--- src/rtl/keypad_scan_unit_pkg.sv ---
// Shared definitions for the keypad scanner: geometry, FSM encoding and the
// sweep classifier that turns a 16-bit contact snapshot into a key decision.
package keypad_scan_unit_pkg;

    localparam int ROWS   = 4;
    localparam int COLS   = 4;
    localparam int CODE_W = 4;
    localparam int SNAP_W = ROWS * COLS;

    // Column dwell shared with the segment display scanner (1 ms at 100 MHz).
    localparam int DEFAULT_SCAN_CNT_MAX = 100000;

    localparam logic [1:0] ST_IDLE     = 2'd0;
    localparam logic [1:0] ST_DEBOUNCE = 2'd1;
    localparam logic [1:0] ST_PRESSED  = 2'd2;
    localparam logic [1:0] ST_RELEASE  = 2'd3;

    typedef enum logic [1:0] {
        CLS_NONE   = 2'd0,
        CLS_SINGLE = 2'd1,
        CLS_MULTI  = 2'd2
    } cls_kind_e;

    typedef struct packed {
        cls_kind_e          kind;
        logic [CODE_W-1:0]  code;
    } cls_t;

    // Snapshot bit index is col*4+row; the reported code is row*4+col.
    function automatic cls_t classify(input logic [SNAP_W-1:0] snap);
        cls_t       res;
        logic [4:0] cnt;
        logic [3:0] idx;
        res.kind = CLS_NONE;
        res.code = 4'd0;
        cnt      = 5'd0;
        for (int i = 0; i < SNAP_W; i++) begin
            idx = 4'(i);
            if (snap[i]) begin
                cnt      = cnt + 5'd1;
                res.code = {idx[1:0], idx[3:2]};
            end else begin
                cnt      = cnt;
            end
        end
        if (cnt == 5'd0) begin
            res.kind = CLS_NONE;
            res.code = 4'd0;
        end else if (cnt == 5'd1) begin
            res.kind = CLS_SINGLE;
        end else begin
            res.kind = CLS_MULTI;
            res.code = 4'd0;
        end
        return res;
    endfunction

endpackage

--- src/rtl/keypad_scan_unit_if.sv ---
// Pin-side and result-side signals of the keypad scanner; the unit is the slave.
interface keypad_scan_unit_if;
    import keypad_scan_unit_pkg::*;

    logic [ROWS-1:0]   row_in;
    logic [COLS-1:0]   col_out;
    logic [CODE_W-1:0] key_code;
    logic              key_valid;
    logic              key_held;

    modport slave (
        input  row_in,
        output col_out,
        output key_code,
        output key_valid,
        output key_held
    );

    modport master (
        output row_in,
        input  col_out,
        input  key_code,
        input  key_valid,
        input  key_held
    );
endinterface

--- src/rtl/keypad_scan_unit_scan_tick_gen.sv ---
// Free-running dwell counter producing a registered one-clock tick every
// SCAN_CNT_MAX+1 clocks; also usable by the display scanner.
module scan_tick_gen #(
    parameter int SCAN_CNT_MAX = 100000
) (
    input  logic clk,
    input  logic rst,
    output logic tick_o
);
    localparam int CNT_W = (SCAN_CNT_MAX > 0) ? $clog2(SCAN_CNT_MAX + 1) : 1;
    localparam logic [CNT_W-1:0] CNT_MAX_C = CNT_W'(SCAN_CNT_MAX);
    localparam logic [CNT_W-1:0] CNT_ONE_C = CNT_W'(1);

    logic [CNT_W-1:0] cnt_q;
    logic [CNT_W-1:0] cnt_d;
    logic             tick_q;
    logic             tick_d;

    // Next count with wrap, and tick flag for the cycle after the terminal count.
    always_comb begin
        if (cnt_q == CNT_MAX_C) begin
            cnt_d  = '0;
            tick_d = 1'b1;
        end else begin
            cnt_d  = cnt_q + CNT_ONE_C;
            tick_d = 1'b0;
        end
    end

    // Counter and tick registers with synchronous active-low reset.
    always_ff @(posedge clk) begin
        if (!rst) begin
            cnt_q  <= '0;
            tick_q <= 1'b0;
        end else begin
            cnt_q  <= cnt_d;
            tick_q <= tick_d;
        end
    end

    assign tick_o = tick_q;

endmodule

--- src/rtl/keypad_scan_unit.sv ---
// 4x4 matrix keypad reader: one-cold column scan, end-of-dwell row sampling,
// sweep-level debounce of press and release, one-cycle valid per press.
module keypad_scan_unit
    import keypad_scan_unit_pkg::*;
#(
    parameter int SCAN_CNT_MAX    = DEFAULT_SCAN_CNT_MAX,
    parameter int DEBOUNCE_SWEEPS = 4
) (
    input  logic             clk,
    input  logic             rst,
    keypad_scan_unit_if.slave kp
);
    localparam int DBC_W = $clog2(DEBOUNCE_SWEEPS + 1);
    localparam logic [DBC_W-1:0] DBC_ONE    = DBC_W'(1);
    localparam logic [DBC_W-1:0] DBC_TARGET = DBC_W'(DEBOUNCE_SWEEPS);
    localparam bit               FIRST_OK   = (DEBOUNCE_SWEEPS <= 1);

    logic [ROWS-1:0]   row_meta_q;
    logic [ROWS-1:0]   row_sync_q;
    logic              tick_s;
    logic              sweep_end_s;
    logic [1:0]        col_idx_q,  col_idx_d;
    logic [COLS-1:0]   col_out_q,  col_out_d;
    logic [SNAP_W-1:0] snap_q,     snap_d;
    logic [1:0]        state_q,    state_d;
    logic [CODE_W-1:0] cand_q,     cand_d;
    logic [DBC_W-1:0]  dbc_q,      dbc_d;
    logic [DBC_W-1:0]  dbc_inc_s;
    logic [CODE_W-1:0] key_code_q, key_code_d;
    logic              key_valid_q, key_valid_d;
    logic              key_held_q,  key_held_d;
    cls_t              cls_s;
    logic              is_cand_s;

    scan_tick_gen #(
        .SCAN_CNT_MAX (SCAN_CNT_MAX)
    ) u_tick (
        .clk    (clk),
        .rst    (rst),
        .tick_o (tick_s)
    );

    // Two-flop synchronizer for the asynchronous row pins.
    always_ff @(posedge clk) begin
        if (!rst) begin
            row_meta_q <= 4'b1111;
            row_sync_q <= 4'b1111;
        end else begin
            row_meta_q <= kp.row_in;
            row_sync_q <= row_meta_q;
        end
    end

    // Column advance, column drive and snapshot capture of the column just dwelt on.
    always_comb begin
        snap_d = snap_q;
        if (tick_s) begin
            col_idx_d = col_idx_q + 2'd1;
            snap_d[{col_idx_q, 2'b00} +: ROWS] = ~row_sync_q;
        end else begin
            col_idx_d = col_idx_q;
        end
        col_out_d = ~(4'b0001 << col_idx_d);
    end

    assign sweep_end_s = tick_s && (col_idx_q == 2'd3);
    assign cls_s       = classify(snap_d);
    assign is_cand_s   = (cls_s.kind == CLS_SINGLE) && (cls_s.code == cand_q);
    assign dbc_inc_s   = dbc_q + DBC_ONE;

    // Debounce FSM; evaluated only on the tick that completes a full sweep.
    always_comb begin
        state_d     = state_q;
        cand_d      = cand_q;
        dbc_d       = dbc_q;
        key_code_d  = key_code_q;
        key_valid_d = 1'b0;
        key_held_d  = key_held_q;
        if (sweep_end_s) begin
            case (state_q)
                ST_IDLE: begin
                    if (cls_s.kind == CLS_SINGLE) begin
                        cand_d = cls_s.code;
                        if (FIRST_OK) begin
                            state_d     = ST_PRESSED;
                            key_code_d  = cls_s.code;
                            key_valid_d = 1'b1;
                            key_held_d  = 1'b1;
                            dbc_d       = '0;
                        end else begin
                            state_d = ST_DEBOUNCE;
                            dbc_d   = DBC_ONE;
                        end
                    end else begin
                        state_d = ST_IDLE;
                    end
                end
                ST_DEBOUNCE: begin
                    if (is_cand_s) begin
                        if (dbc_inc_s >= DBC_TARGET) begin
                            state_d     = ST_PRESSED;
                            key_code_d  = cand_q;
                            key_valid_d = 1'b1;
                            key_held_d  = 1'b1;
                            dbc_d       = '0;
                        end else begin
                            dbc_d = dbc_inc_s;
                        end
                    end else begin
                        state_d = ST_IDLE;
                        dbc_d   = '0;
                    end
                end
                ST_PRESSED: begin
                    if (is_cand_s) begin
                        state_d = ST_PRESSED;
                    end else if (cls_s.kind == CLS_NONE) begin
                        if (FIRST_OK) begin
                            state_d    = ST_IDLE;
                            key_held_d = 1'b0;
                            dbc_d      = '0;
                        end else begin
                            state_d = ST_RELEASE;
                            dbc_d   = DBC_ONE;
                        end
                    end else begin
                        state_d = ST_RELEASE;
                        dbc_d   = '0;
                    end
                end
                ST_RELEASE: begin
                    if (cls_s.kind == CLS_NONE) begin
                        if (dbc_inc_s >= DBC_TARGET) begin
                            state_d    = ST_IDLE;
                            key_held_d = 1'b0;
                            dbc_d      = '0;
                        end else begin
                            dbc_d = dbc_inc_s;
                        end
                    end else if (is_cand_s) begin
                        state_d = ST_PRESSED;
                        dbc_d   = '0;
                    end else begin
                        dbc_d = '0;
                    end
                end
                default: begin
                    state_d = ST_IDLE;
                    dbc_d   = '0;
                end
            endcase
        end else begin
            state_d = state_q;
        end
    end

    // Scan, snapshot, FSM and output registers with synchronous active-low reset.
    always_ff @(posedge clk) begin
        if (!rst) begin
            col_idx_q   <= 2'd0;
            col_out_q   <= 4'b1111;
            snap_q      <= '0;
            state_q     <= ST_IDLE;
            cand_q      <= 4'd0;
            dbc_q       <= '0;
            key_code_q  <= 4'd0;
            key_valid_q <= 1'b0;
            key_held_q  <= 1'b0;
        end else begin
            col_idx_q   <= col_idx_d;
            col_out_q   <= col_out_d;
            snap_q      <= snap_d;
            state_q     <= state_d;
            cand_q      <= cand_d;
            dbc_q       <= dbc_d;
            key_code_q  <= key_code_d;
            key_valid_q <= key_valid_d;
            key_held_q  <= key_held_d;
        end
    end

    assign kp.col_out   = col_out_q;
    assign kp.key_code  = key_code_q;
    assign kp.key_valid = key_valid_q;
    assign kp.key_held  = key_held_q;

endmodule

--- src/flat_wrapper.sv ---
// flat-port wrapper written by rule: the top's interface ports become plain ports
module keypad_scan_unit_flat import keypad_scan_unit_pkg::*;
#(
    parameter int SCAN_CNT_MAX    = DEFAULT_SCAN_CNT_MAX,
    parameter int DEBOUNCE_SWEEPS = 4
)
  (clk, rst, kp_row_in, kp_col_out, kp_key_code, kp_key_valid, kp_key_held);
  keypad_scan_unit_if kp_i ();
  input  logic clk;
  input  logic rst;
  input wire logic [$bits(kp_i.row_in)-1:0] kp_row_in;
  output wire logic [$bits(kp_i.col_out)-1:0] kp_col_out;
  output wire logic [$bits(kp_i.key_code)-1:0] kp_key_code;
  output wire logic [$bits(kp_i.key_valid)-1:0] kp_key_valid;
  output wire logic [$bits(kp_i.key_held)-1:0] kp_key_held;
  assign kp_i.row_in = kp_row_in;
  assign kp_col_out = kp_i.col_out;
  assign kp_key_code = kp_i.key_code;
  assign kp_key_valid = kp_i.key_valid;
  assign kp_key_held = kp_i.key_held;
  keypad_scan_unit #(.SCAN_CNT_MAX(SCAN_CNT_MAX), .DEBOUNCE_SWEEPS(DEBOUNCE_SWEEPS)) u_core (.clk(clk), .rst(rst), .kp(kp_i));
endmodule
--- config.mk ---
export PLATFORM = sky130hd
export DESIGN_NAME = keypad_scan_unit_flat
export DESIGN_NICKNAME = d
export VERILOG_FILES = /design/src/rtl/keypad_scan_unit_pkg.sv /design/src/rtl/keypad_scan_unit_if.sv /design/src/rtl/keypad_scan_unit_scan_tick_gen.sv /design/src/rtl/keypad_scan_unit.sv /design/src/flat_wrapper.sv
export SDC_FILE = /design/constraint.sdc
export NUM_CORES = 1
export LEC_CHECK = 0
export BUFFER_PORTS_ARGS = -buffer_cell sky130_fd_sc_hd__clkbuf_2
export CORE_MARGIN = 3
export CORE_UTILIZATION = 55
export CTS_BUF_LIST = sky130_fd_sc_hd__clkbuf_2
export DETAILED_ROUTE_END_ITERATION = 16
export PLACE_DENSITY = 0.72
export SLEW_MARGIN = 0
export SYNTH_ARGS = -nofsm -noshare
export SYNTH_HDL_FRONTEND = slang
export SYNTH_SLANG_ARGS = --single-unit
--- constraint.sdc ---
create_clock -name clk -period 12 [get_ports clk]
set_input_delay 1.2 -clock clk [delete_from_list [all_inputs] [get_ports clk]]
set_output_delay 1.2 -clock clk [all_outputs]
set_load 0.005 [all_outputs]
---- After elaboration in Yosys (flattened, before gate mapping) ----
Index checks and enable logic that the tools add are counted.
cells by class
  add/sub/neg operators ................... 19
  order comparisons ....................... 1
  equal/unequal tests ..................... 17
  shift-type cells ........................ 3
  muxes and demuxes ....................... 59
  bitwise logic cells ..................... 3
  reduce and logical (&&, ||, !) cells .... 13
operators with widths
  kind                    count
  $mux 5                  15
  $add 5x1->5 const B     14
  $mux 4                  15
  $mux 3                  6
  $add 17x1->17 const B   1
  $eq 17x17->1 const B    1
  $bwmux 16               1
  $mux 16                 1
  $shift 4x6->16 const A  1
  $shiftx 4x6->16         1
  $mux 2                  7
  $pmux 3 s4              1
  $reduce_and 4->1        3
  $mux 1                  10
  $ne 2x1->1 const B      5
  $not 4->4               2
  $pmux 2 s4              1
  $eq 2x2->1 const B      3
  $mux 6                  1
  $ne 3x3->1 const B      2
  $neg 4->6               1
  $reduce_and 3->1        2
  $reduce_and 6->1        1
  $eq 5x1->1 const B      1
  16 further kinds        19
storage, ports and cells
  register bits after elaboration ......... 63
  input bits .............................. 6
  output and inout port bits .............. 10
  word-level logic and storage cells ...... 128

---- Logic depth before layout (Yosys ltp) ----
Gate-level depths: netlist of the first run.
  depth after elaboration ................. 43
  mapped depth ............................ 61
  depth with buffers taken out ............ 58

---- Modules after synthesis ----
Synthesis of the first run repeated with hierarchy kept, for this count alone.
unflattened totals
  cells, all modules ...................... 595
  area, all modules ....................... 5076.1 µm²
modules (own cells, without submodules)
  module            times used  cells an instance  area an instance (µm²)  seq. area each (µm²)
  keypad_scan_unit  1           504                4192.8                  900.9
  scan_tick_gen     1           91                 883.3                   360.3

---- Worst setup path before layout of the first run ----
Ideal clock, no wire load.
  path kind ............................... reg2reg
  start point ............................. register u_core.col_idx_q[0]
  end point ............................... register u_core.dbc_q[0]
  setup time .............................. 0.086 ns
  arrival ................................. 10.618 ns
  required time ........................... 11.914 ns
  setup slack ............................. 1.297 ns
  stages on the path, launching flop included .. 62
  period minus slack after synthesis ...... 10.703 ns
  cells stage by stage .................... dfxtp_1 > buf_4 > inv_1 > ha_1 > buf_2 > nand4bb_4 > nor2_1 > a21oi_1 > ha_1 > and3_1 > a22oi_1 > and2_1 > buf_6 > ha_1 > and2_1 > nor2_1 > inv_1 > ha_1 > [26 not listed] > ha_1 > nor2_1 > a31oi_1 > ha_1 > inv_1 > o32ai_1 > ha_1 > mux2_2 > ha_1 > inv_1 > xnor2_1 > nor3_1 > mux2i_1 > nand4b_1 > mux2_2 > nor4_2 > a221oi_1 > a211oi_1
between the ends
  word-level cells in the longest chain between the ends .. 42
  elaborated cells on any way between the ends .. 70
  classes of those cells .................. add/sub: 16; eq/ne: 6; shift: 2; mux: 41; reduce/logical: 5
ends and longest elaborated chain
  item                                                      line                                             text
  from (decl)                                               keypad_scan_unit.sv:22                           logic [1:0] col_idx_q, col_idx_d;
  from (signal assigned)                                    keypad_scan_unit.sv:170                          col_idx_q <= col_idx_d;
  $neg 4->6                                                 keypad_scan_unit.sv:59                           snap_d[{col_idx_q, 2'b00} +: ROWS] = ~row_sync_q;
  $shiftx 4x6->16 / $shift 4x6->16 (equally long branches)  keypad_scan_unit.sv:59
  $bwmux 16                                                 keypad_scan_unit.sv:59
  $mux 16                                                   keypad_scan_unit.sv:57                           if (tick_s) begin
  $mux 1                                                    keypad_scan_unit_pkg.sv:39                       if (snap[i]) begin
  $add 1x1->2                                               keypad_scan_unit_pkg.sv:40                       cnt = cnt + 5'd1;
  $mux 5                                                    keypad_scan_unit_pkg.sv:39
  $add 5x1->5                                               keypad_scan_unit_pkg.sv:40
  [26 not listed]                                           -
  $mux 5                                                    keypad_scan_unit_pkg.sv:39
  $eq 5x1->1                                                keypad_scan_unit_pkg.sv:49                       end else if (cnt == 5'd1) begin
  $mux 4 / $mux 2 (equally long branches)                   keypad_scan_unit_pkg.sv:49
  $mux 6                                                    keypad_scan_unit_pkg.sv:46                       if (cnt == 5'd0) begin
  $eq 4x4->1, or another cell as far along                  keypad_scan_unit.sv:68                           assign is_cand_s = (cls_s.kind == CLS_SINGLE) && (cls_s.code == cand_q);
  $logic_and 1x1->1 / $mux 1 (equally long branches)        keypad_scan_unit.sv:68, keypad_scan_unit.sv:117
  $mux 3, or another cell as far along                      keypad_scan_unit.sv:99                           if (is_cand_s) begin
  $pmux 3 s4 / $reduce_and 3->1 (equally long branches)     -
  to (signal assigned)                                      keypad_scan_unit.sv:165                          dbc_q <= '0;
  to (signal assigned)                                      keypad_scan_unit.sv:175                          dbc_q <= dbc_d;
  to (decl)                                                 keypad_scan_unit.sv:27                           logic [DBC_W-1:0] dbc_q, dbc_d;
Several ways; a longest one is shown, not always the timed one. The select of a mux whose other input is x is not followed.
A chain may end at the register's enable or synchronous reset.

---- Worst setup path after layout of the first run ----
Ends and elaborated chain as after synthesis.

==> results of run 1 <==
-- cells by family (layout without fill, tap and decap cells) --
logic type               count (synthesis)  after routing  share of synthesized area, %
adder cells (fa/ha/maj)                 21             21                          5.52
XOR/XNOR                                54             54                          13.3
multiplexers                            15             15                          3.47
buffers and inverters                   51             69                          4.68
flip-flops                              63             63                          26.5
AND/OR/NAND/NOR                        248            248                          27.2
AO/OA/AOI/OAI                          126            126                          19.3
-- layout by cell type (no fill, tap or decap), types with 6 or more instances in the layout --
cell	n
a211oi_1	7
a21oi_1	26
a31oi_1	6
and2_1	12
and3_1	15
buf_4	12
clkbuf_2	25
dfxtp_1	62
ha_1	20
inv_1	23
mux2i_1	10
nand2_1	54
nand2b_1	15
nand3_1	13
nand4_1	7
nor2_1	68
nor3_1	24
o21ai_0	20
o22ai_1	6
o31ai_1	6
or3_1	7
xnor2_1	23
xnor3_1	6
xor2_1	20
-- path summary, 6_finish.rpt --
check,startpoint,end,depth (start not counted)
worst max-delay path,u_core.col_idx_q[0],u_core.dbc_q[0],56
worst min-delay path,u_core.row_meta_q[0],u_core.row_sync_q[0],1
worst max register to register,u_core.col_idx_q[0],u_core.dbc_q[0],56
worst min register to register,u_core.row_meta_q[0],u_core.row_sync_q[0],1
-- where the power goes --
part	leakage, nW	total [W]	switching, W	internal [W]
sequential	0.511	0.000215	0.00000313	0.000212
combinational	1.51	0.00000831	0.00000542	0.00000290
clock	0.0812	0.000144	0.0000750	0.0000693
-- Yosys cell counts (all sizes together), types with 3 or more instances --
cell type / number / share of area, %
a211o: 3 / 0.55
a211oi: 8 / 1.4
a21boi: 4 / 0.63
a21oi: 27 / 2.9
a31oi: 6 / 0.79
a32oi: 3 / 0.55
and2: 13 / 1.7
and3: 15 / 2.0
buf: 7 / 1.2
clkbuf: 18 / 1.4
dfxtp: 63 / 27
ha: 21 / 5.5
inv: 25 / 2.0
mux2i: 13 / 3.0
nand2: 55 / 4.4
nand2b: 15 / 2.0
nand3: 13 / 1.4
nand3b: 3 / 0.74
nand4: 7 / 0.92
nand4b: 4 / 0.74
nor2: 68 / 5.4
nor3: 25 / 2.6
nor3b: 4 / 0.63
nor4: 6 / 1.1
o211ai: 4 / 0.63
o21a: 4 / 0.63
o21ai: 24 / 2.6
o22a: 3 / 0.55
o22ai: 7 / 0.92
o31ai: 6 / 0.95
o32ai: 5 / 1.6
or3: 7 / 0.92
or4: 3 / 0.55
xnor2: 26 / 5.7
xnor3: 8 / 3.8
xor2: 20 / 3.7
-- area by class of cell --
class	count	area (um2)
clock buffers	10	50.0
clock inverters	6	85.1
fillers	742	3180
inverters	26	97.6
multi-input cells	464	3330
flip-flops and latches	63	1260
well taps	105	131
repair buffers	27	165
-- state kept, by name (all words and copies together) (netlist names), 2 cells and up --
name / flops
u_core.u_tick.cnt_q: 17
u_core.snap_q: 16
u_core.cand_q: 4
u_core.kp.col_out: 4
u_core.kp.key_code: 4
u_core.row_meta_q: 4
u_core.row_sync_q: 4
u_core.dbc_q: 3
u_core.col_idx_q: 2
u_core.state_q: 2
-- stage by stage --
step                      setup WS [ns]  utilization [%]  instance area, um2
after floorplan                    1.30                -                4760
after global placement            0.858             58.6                4860
after detailed placement          0.291             58.6                4860
after CTS                         0.271             60.2                4990
after global routing             -0.100             61.7                5120
final                             0.910             61.7                5120
-- repair_timing --
action,CTS,global route
buffers inserted,0,9
setup endpoints to repair,0,15
gates resized for setup,0,13
hold buffers,0,0
-- layer usage --
metal  part of all wire, %  vias to the layer above  GRT usage, %
li1                      -                     2106             -
met1                    49                     1954          29.9
met3                   3.1                       15          4.18
met5                     0                        -             0
met4                   1.7                        0          7.67
met2                    47                       69          34.0
==> impl_metrics.ini, run 1 <==
[route]
drt_drc_violations_left = 0
dr.pass1.iters = 5
first_iter_violations = 216
drt-total-wl_mm = 10.3
wire_per_inst_um = 14.6
ant_nets = 0
via_count = 4144
vias_per_cell = 5.91

[worst_setup_path]
cp_slowest_cell = or3b_2
cpMostUsedCell = ha_1
worstPathMaxFanout = 8
cp_top_family = adder cells
reg2reg_slack_ns = 0.91
crit_type = flip-flop to flip-flop
cp_num_buf_inv = 5
cp.required_ns = 12.32
worst_setup_path_start_kind = flip-flop
slowest_delay_ns = 0.49
worstPathArrival_ns = 11.41
cp-end-kind = flip-flop

[placed_design]
io_buffers = 15
gp_congestion = 0.904
placed_cells = 676
dp_hpwl_mm = 7.66

[cells_and_area]
stdcell_count = 701
area_growth_pct = 7.63
nets = 618
diodes = 0
drive_above_1_share_pct = 13.6

[global_routing]
grt_pass1_vias = 3824
antenna_found_initial = 0
grt_pass1_wl_mm = 17.6
grt_max_degree = 30
track_usage_pct = 21.7
grt_overflow = 0

[synth]
synth_cell_type_count = 86
ys_warn_count = 0
synth_cells = 578
synth_edf_count = 0
avgSynthCellArea_um2 = 8.23
syn_nets = 605
synth_seq_cells = 63
synthArstFlopShare_pct = 0
syn-cell-area_um2 = 4760
synth-seq-area-share_pct = 26.5
synth_ff_type = dfxtp_1

[floorplan]
rows = 33
die-height_um = 99.0
ios = 16
core-area_um2 = 8300
start_util_pct = 57.3
die_w_um = 99.0
dieArea_um2 = 9800

[sta]
min_period_over_period_pct = 92.4
clock.fmax_ghz = 0.0902
report.final.slew_viol_count = 0
fin_skew_ns = 0.0384
setup_viol = 0
holdWs_ns = 0.429
slew_headroom_pct = 34.3
worst_pin_slew_ns = 0.984
post-route-min-period_ns = 11.09
hold_viol_final = 0
tns_ns = 0

[clock_tree]
cts_root_buffer = clkbuf_2
cts_tree = yes
clk_latency_ns = 0.48
clk_pin_slew_ns = 0.17
htreeDepth = 3
clkSinkCount = 63
numCtsBuffers = 9
clock_path_buffers = 2

[power_and_ir_drop]
total_power_w = 0.000367
irDropWorstVdd_uv = 88.6
power-per-cell-area_nw_per_um2 = 71.8
leakage_nw = 2.11

[flow_run]
maxCapViolCount = 0

[worst_hold_path]
hold_path.class = flip-flop to flip-flop

[run_status]
outcome = completed
No activity file was read; power rests on OpenSTA's default activity.
==> inputs of run 2 (changes only) <==
--- a/config.mk
+++ b/config.mk
@@ -7,10 +7,10 @@
 export LEC_CHECK = 0
 export BUFFER_PORTS_ARGS = -buffer_cell sky130_fd_sc_hd__clkbuf_2
 export CORE_MARGIN = 3
-export CORE_UTILIZATION = 55
+export CORE_UTILIZATION = 62
 export CTS_BUF_LIST = sky130_fd_sc_hd__clkbuf_2
 export DETAILED_ROUTE_END_ITERATION = 16
-export PLACE_DENSITY = 0.72
+export PLACE_DENSITY = 0.77
 export SLEW_MARGIN = 0
 export SYNTH_ARGS = -nofsm -noshare
 export SYNTH_HDL_FRONTEND = slang
==> run 2 against run 1 <==
  * Die area decreased by 11%
  * Via count decreased by 0.53%
  * Total power increased by 0.20%
  * Critical path depth increased by 2
  * Combinational power decreased by 3.4%
  * Sequential power about the same
  * Cell area decreased by 1.1%
  * Largest power group unchanged
  * Highest routed layer unchanged
==> impl_metrics.ini, run 2 (synthesized netlist as in run 1, its figures left out) <==
[sta]
hold_viol_final = 0
setup_slack_ns = 0.686
slew_headroom_pct = 36.0
min_period_over_period_pct = 94.3
post-route-min-period_ns = 11.31
setup_viol = 0
worst_pin_slew_ns = 0.959
report.final.slew_viol_count = 0
clock.fmax_ghz = 0.0884
fin_skew_ns = 0.0318

[floorplan]
die-height_um = 93.6
ios = 16
start_util_pct = 64.9
rows = 31
dieArea_um2 = 8760
core-area_um2 = 7330
die_w_um = 93.6

[placed_design]
gp_congestion = 0.947
io_buffers = 15
dp_hpwl_mm = 7.55
placed_cells = 670
place_ws_ns = 0.105

[worst_setup_path]
worstPathMaxFanout = 9
cp_top_family = adder cells
slowest_delay_ns = 0.35
worstPathArrival_ns = 11.73
worst_setup_path_start_kind = flip-flop
cp_slowest_cell = mux2_2
cpMostUsedCell = ha_1
cp-end-kind = flip-flop
cp_num_buf_inv = 5
cp.required_ns = 12.41
crit_type = flip-flop to flip-flop

[global_routing]
grt_pass1_vias = 3838
grt_overflow = 0
track_usage_pct = 24.2
grt_pass1_wl_mm = 17.3
antenna_found_initial = 0
grt_max_degree = 30

[clock_tree]
numCtsBuffers = 9
clock_path_buffers = 2
cts_tree = yes
hold_buffers = 0
cts_root_buffer = clkbuf_2
clk_pin_slew_ns = 0.19
htreeDepth = 3
clk_latency_ns = 0.49
clkSinkCount = 63

[cells_and_area]
final_common_cell = nor2_1
area_growth_pct = 6.45
reg_top3 = u_core.u_tick.cnt_q x17, u_core.snap_q x16
regMostFlops = u_core.u_tick.cnt_q
largest_reg_flops = 17
stdcell_count = 689
drive_above_1_share_pct = 12.9
most-common-layout-cells = nor2_1 (68), dfxtp_1 (62), nand2_1 (54)
nets = 612
diodes = 0

[route]
wire_per_inst_um = 14.8
drt_drc_violations_left = 0
drt-total-wl_mm = 10.2
ant_nets = 0
first_iter_violations = 251
vias_per_cell = 5.98
via_count = 4122
dr.pass1.iters = 5

[flow_run]
maxCapViolCount = 0

[power_and_ir_drop]
irDropWorstVdd_uv = 105
leakage_nw = 2.07
power-per-cell-area_nw_per_um2 = 72.7
total_power_w = 0.000368

[run_status]
outcome = completed

[worst_hold_path]
hold_path.class = flip-flop to flip-flop
-- run 2: path summary, 6_finish.rpt --
path	start	end	slack, ns	cells past startpoint
worst max-delay path	u_core.col_idx_q[0]	u_core.dbc_q[0]	0.69	58
worst min-delay path	u_core.row_meta_q[1]	u_core.row_sync_q[1]	0.43	1
worst max register to register	u_core.col_idx_q[0]	u_core.dbc_q[0]	0.69	58
worst min register to register	u_core.row_meta_q[1]	u_core.row_sync_q[1]	0.43	1
-- run 2: power breakdown --
group,internal (W),leakage [nW],switching [W]
Clock,0.0000691,0.0795,0.0000762
Combinational,0.00000281,1.48,0.00000522
Sequential,0.000212,0.511,0.00000312
Total,0.000284,2.07,0.0000845
-- run 2: metal layers --
metal	track usage [%]	part of all wire, %	up-vias
met4	10.1	2.1	0
li1	-	-	2100
met1	32.8	47	1863
met2	37.8	46	134
met5	0	0	-
met3	4.59	4.9	25
-- run 2: final cells by class --
class / instances / area, um2
Inverter: 26 / 97.6
Fill cell: 585 / 2270
Clock inverter: 6 / 85.1
Sequential cell: 63 / 1260
Timing Repair Buffer: 21 / 120
Clock buffer: 10 / 50.0
Multi-Input combinational cell: 464 / 3320
Tap cell: 99 / 124
-- run 2: per-stage QoR --
step           setup TNS, ns  cell area, um2  hold WS, ns  util (%)
5_1_grt               -0.546            5060        0.449      69.1
2_1_floorplan              0            4760        0.386         -
3_3_place_gp               0            4850        0.388      66.2
3_5_place_dp               0            4850        0.395      66.2
6_report                   0            5060        0.429      69.1
4_1_cts                    0            4990        0.430      68.0
-- run 2: timing repair --
item | 4_1_cts | 5_1_grt
endpoints found under the setup margin | 0 | 15
setup buffers | 0 | 3
resized for setup | 0 | 13
==> inputs of run 3 (changes only) <==
--- a/config.mk
+++ b/config.mk
@@ -11,6 +11,7 @@
 export CTS_BUF_LIST = sky130_fd_sc_hd__clkbuf_2
 export DETAILED_ROUTE_END_ITERATION = 16
 export PLACE_DENSITY = 0.77
+export RECOVER_POWER = 50
 export SLEW_MARGIN = 0
 export SYNTH_ARGS = -nofsm -noshare
 export SYNTH_HDL_FRONTEND = slang
==> run 3 against run 2 <==
  * Sequential power barely moved
  * Via count fell by 0.49%
  * Die area did not move
  * Critical path type unchanged
  * Cell count did not move
==> impl_metrics.ini, run 3 (synthesized netlist as in run 1, its figures left out) <==
[cells_and_area]
most-common-layout-cells = nor2_1 (68), dfxtp_1 (62), nand2_1 (54)
stdcell_count = 689
nets = 612
area_growth_pct = 6.37
seqCellArea_um2 = 1260
drive_above_1_share_pct = 12.7
num-fill-cells = 587
multiInputGateArea_um2 = 3320
reg_top3 = u_core.u_tick.cnt_q x17, u_core.snap_q x16
largest_reg_flops = 17
regMostFlops = u_core.u_tick.cnt_q
diodes = 0
final_common_cell = nor2_1

[route]
dr.pass1.iters = 5
vias_per_cell = 5.95
ant_nets = 0
drt-total-wl_mm = 10.2
via_count = 4102
drt_drc_violations_left = 0
wire_per_inst_um = 14.8
first_iter_violations = 236

[worst_setup_path]
reg2reg_slack_ns = 0.68
worst_setup_path_start_kind = flip-flop
crit_type = flip-flop to flip-flop
worstPathMaxFanout = 9
cp-end-kind = flip-flop
cpMostUsedCell = ha_1
worstPathArrival_ns = 11.73
cp_slowest_cell = mux2_2
cp.required_ns = 12.41
slowest_delay_ns = 0.35

[global_routing]
grt_pass1_wl_mm = 17.3
antenna_found_initial = 0
use_met1_pct = 32.8
grt_overflow = 0
grt_max_degree = 30
grt_use_met2_pct = 37.8
grt.busiest_layer = met2
gr-usage-met3_pct = 4.59
grt_pass1_vias = 3838
track_usage_pct = 24.2

[placed_design]
io_buffers = 15
gp_congestion = 0.947
placed_cells = 670
dp_hpwl_mm = 7.55
place_ws_ns = 0.105

[clock_tree]
cts_root_buffer = clkbuf_2
htreeDepth = 3
clk_latency_ns = 0.49
hold_buffers = 0
clk_pin_slew_ns = 0.19
clkSinkCount = 63
numCtsBuffers = 9
clock_path_buffers = 2
cts_tree = yes

[sta]
clock.fmax_ghz = 0.0883
fin_skew_ns = 0.0322
worst_pin_slew_ns = 0.962
min_period_over_period_pct = 94.3
report.final.slew_viol_count = 0
setup_viol = 0
post-route-min-period_ns = 11.32
slew_headroom_pct = 35.8
hold_viol_final = 0
setup_slack_ns = 0.681

[floorplan]
die-height_um = 93.6
dieArea_um2 = 8760
die_w_um = 93.6
rows = 31
start_util_pct = 64.9
ios = 16
core-area_um2 = 7330

[run_status]
outcome = completed

[power_and_ir_drop]
leakage_nw = 2.07
power-per-cell-area_nw_per_um2 = 72.7
irDropWorstVdd_uv = 105

[flow_run]
maxCapViolCount = 0

[worst_hold_path]
hold_path.class = flip-flop to flip-flop
## run 3: changes by cell type in the layout (fill, tap and decap cells not counted)
cell      delta
buf_4        -1
clkbuf_1     +1
and2_0       +2
and2_1       -2
## run 3: layout make-up
| class | count | area share (%) |
|---|---|---|
| multi-input cells | 464 | 65.7 |
| inverters | 26 | 1.93 |
| clock buffers | 10 | 0.989 |
| repair buffers | 21 | 2.30 |
| flip-flops and latches | 63 | 25.0 |
| clock inverters | 6 | 1.68 |
| well taps | 99 | 2.45 |
## run 3: what timing repair did
| action | CTS | global route |
|---|---|---|
| gates resized for setup | 0 | 13 |
| setup buffers | 0 | 3 |
| endpoints found under the setup margin | 0 | 15 |
## run 3: path summary, 6_finish.rpt
check | endpoint | from | cells after the start
min | u_core.row_sync_q[1] | u_core.row_meta_q[1] | 1
max reg2reg | u_core.dbc_q[0] | u_core.col_idx_q[0] | 58
min reg2reg | u_core.row_sync_q[1] | u_core.row_meta_q[1] | 1
max | u_core.dbc_q[0] | u_core.col_idx_q[0] | 58
## run 3: where the power goes
| part | total [W] | switching, W | leakage, nW | internal (W) |
|---|---|---|---|---|
| Clock | 0.000145 | 0.0000761 | 0.0795 | 0.0000691 |
| Sequential | 0.000215 | 0.00000309 | 0.511 | 0.000212 |
| Combinational | 0.00000802 | 0.00000521 | 1.48 | 0.00000281 |
## run 3: through the flow
stage	TNS [ns]	area (um2)	total power, W	util (%)	hold WS [ns]
finish	0	5060	0.000368	69.0	0.429
global route	-0.548	5060	0.000385	69.0	0.449
CTS	0	4990	0.000372	68.0	0.430
detailed placement	0	4850	0.000227	66.2	0.395
global placement	0	4850	0.000227	66.2	0.388
floorplan	0	4760	0.000224	-	0.386
## run 3: critical path: cells and delay by family (launching register included)
family          cells  cell delay [ns]
compound gates     12             1.93
fa+ha+maj          15             4.24
buf+inv             5             0.43
mux                 4             1.01
simple gates       21             3.21
xor+xnor            1             0.08
flops               1             0.34
## run 3: routing by layer
layer  up-vias  part of all wire [%]
met3        24                   4.1
met1      1873                    48
li1       2102                     -
met5         -                     0
met4         0                   2.0
met2       103                    46
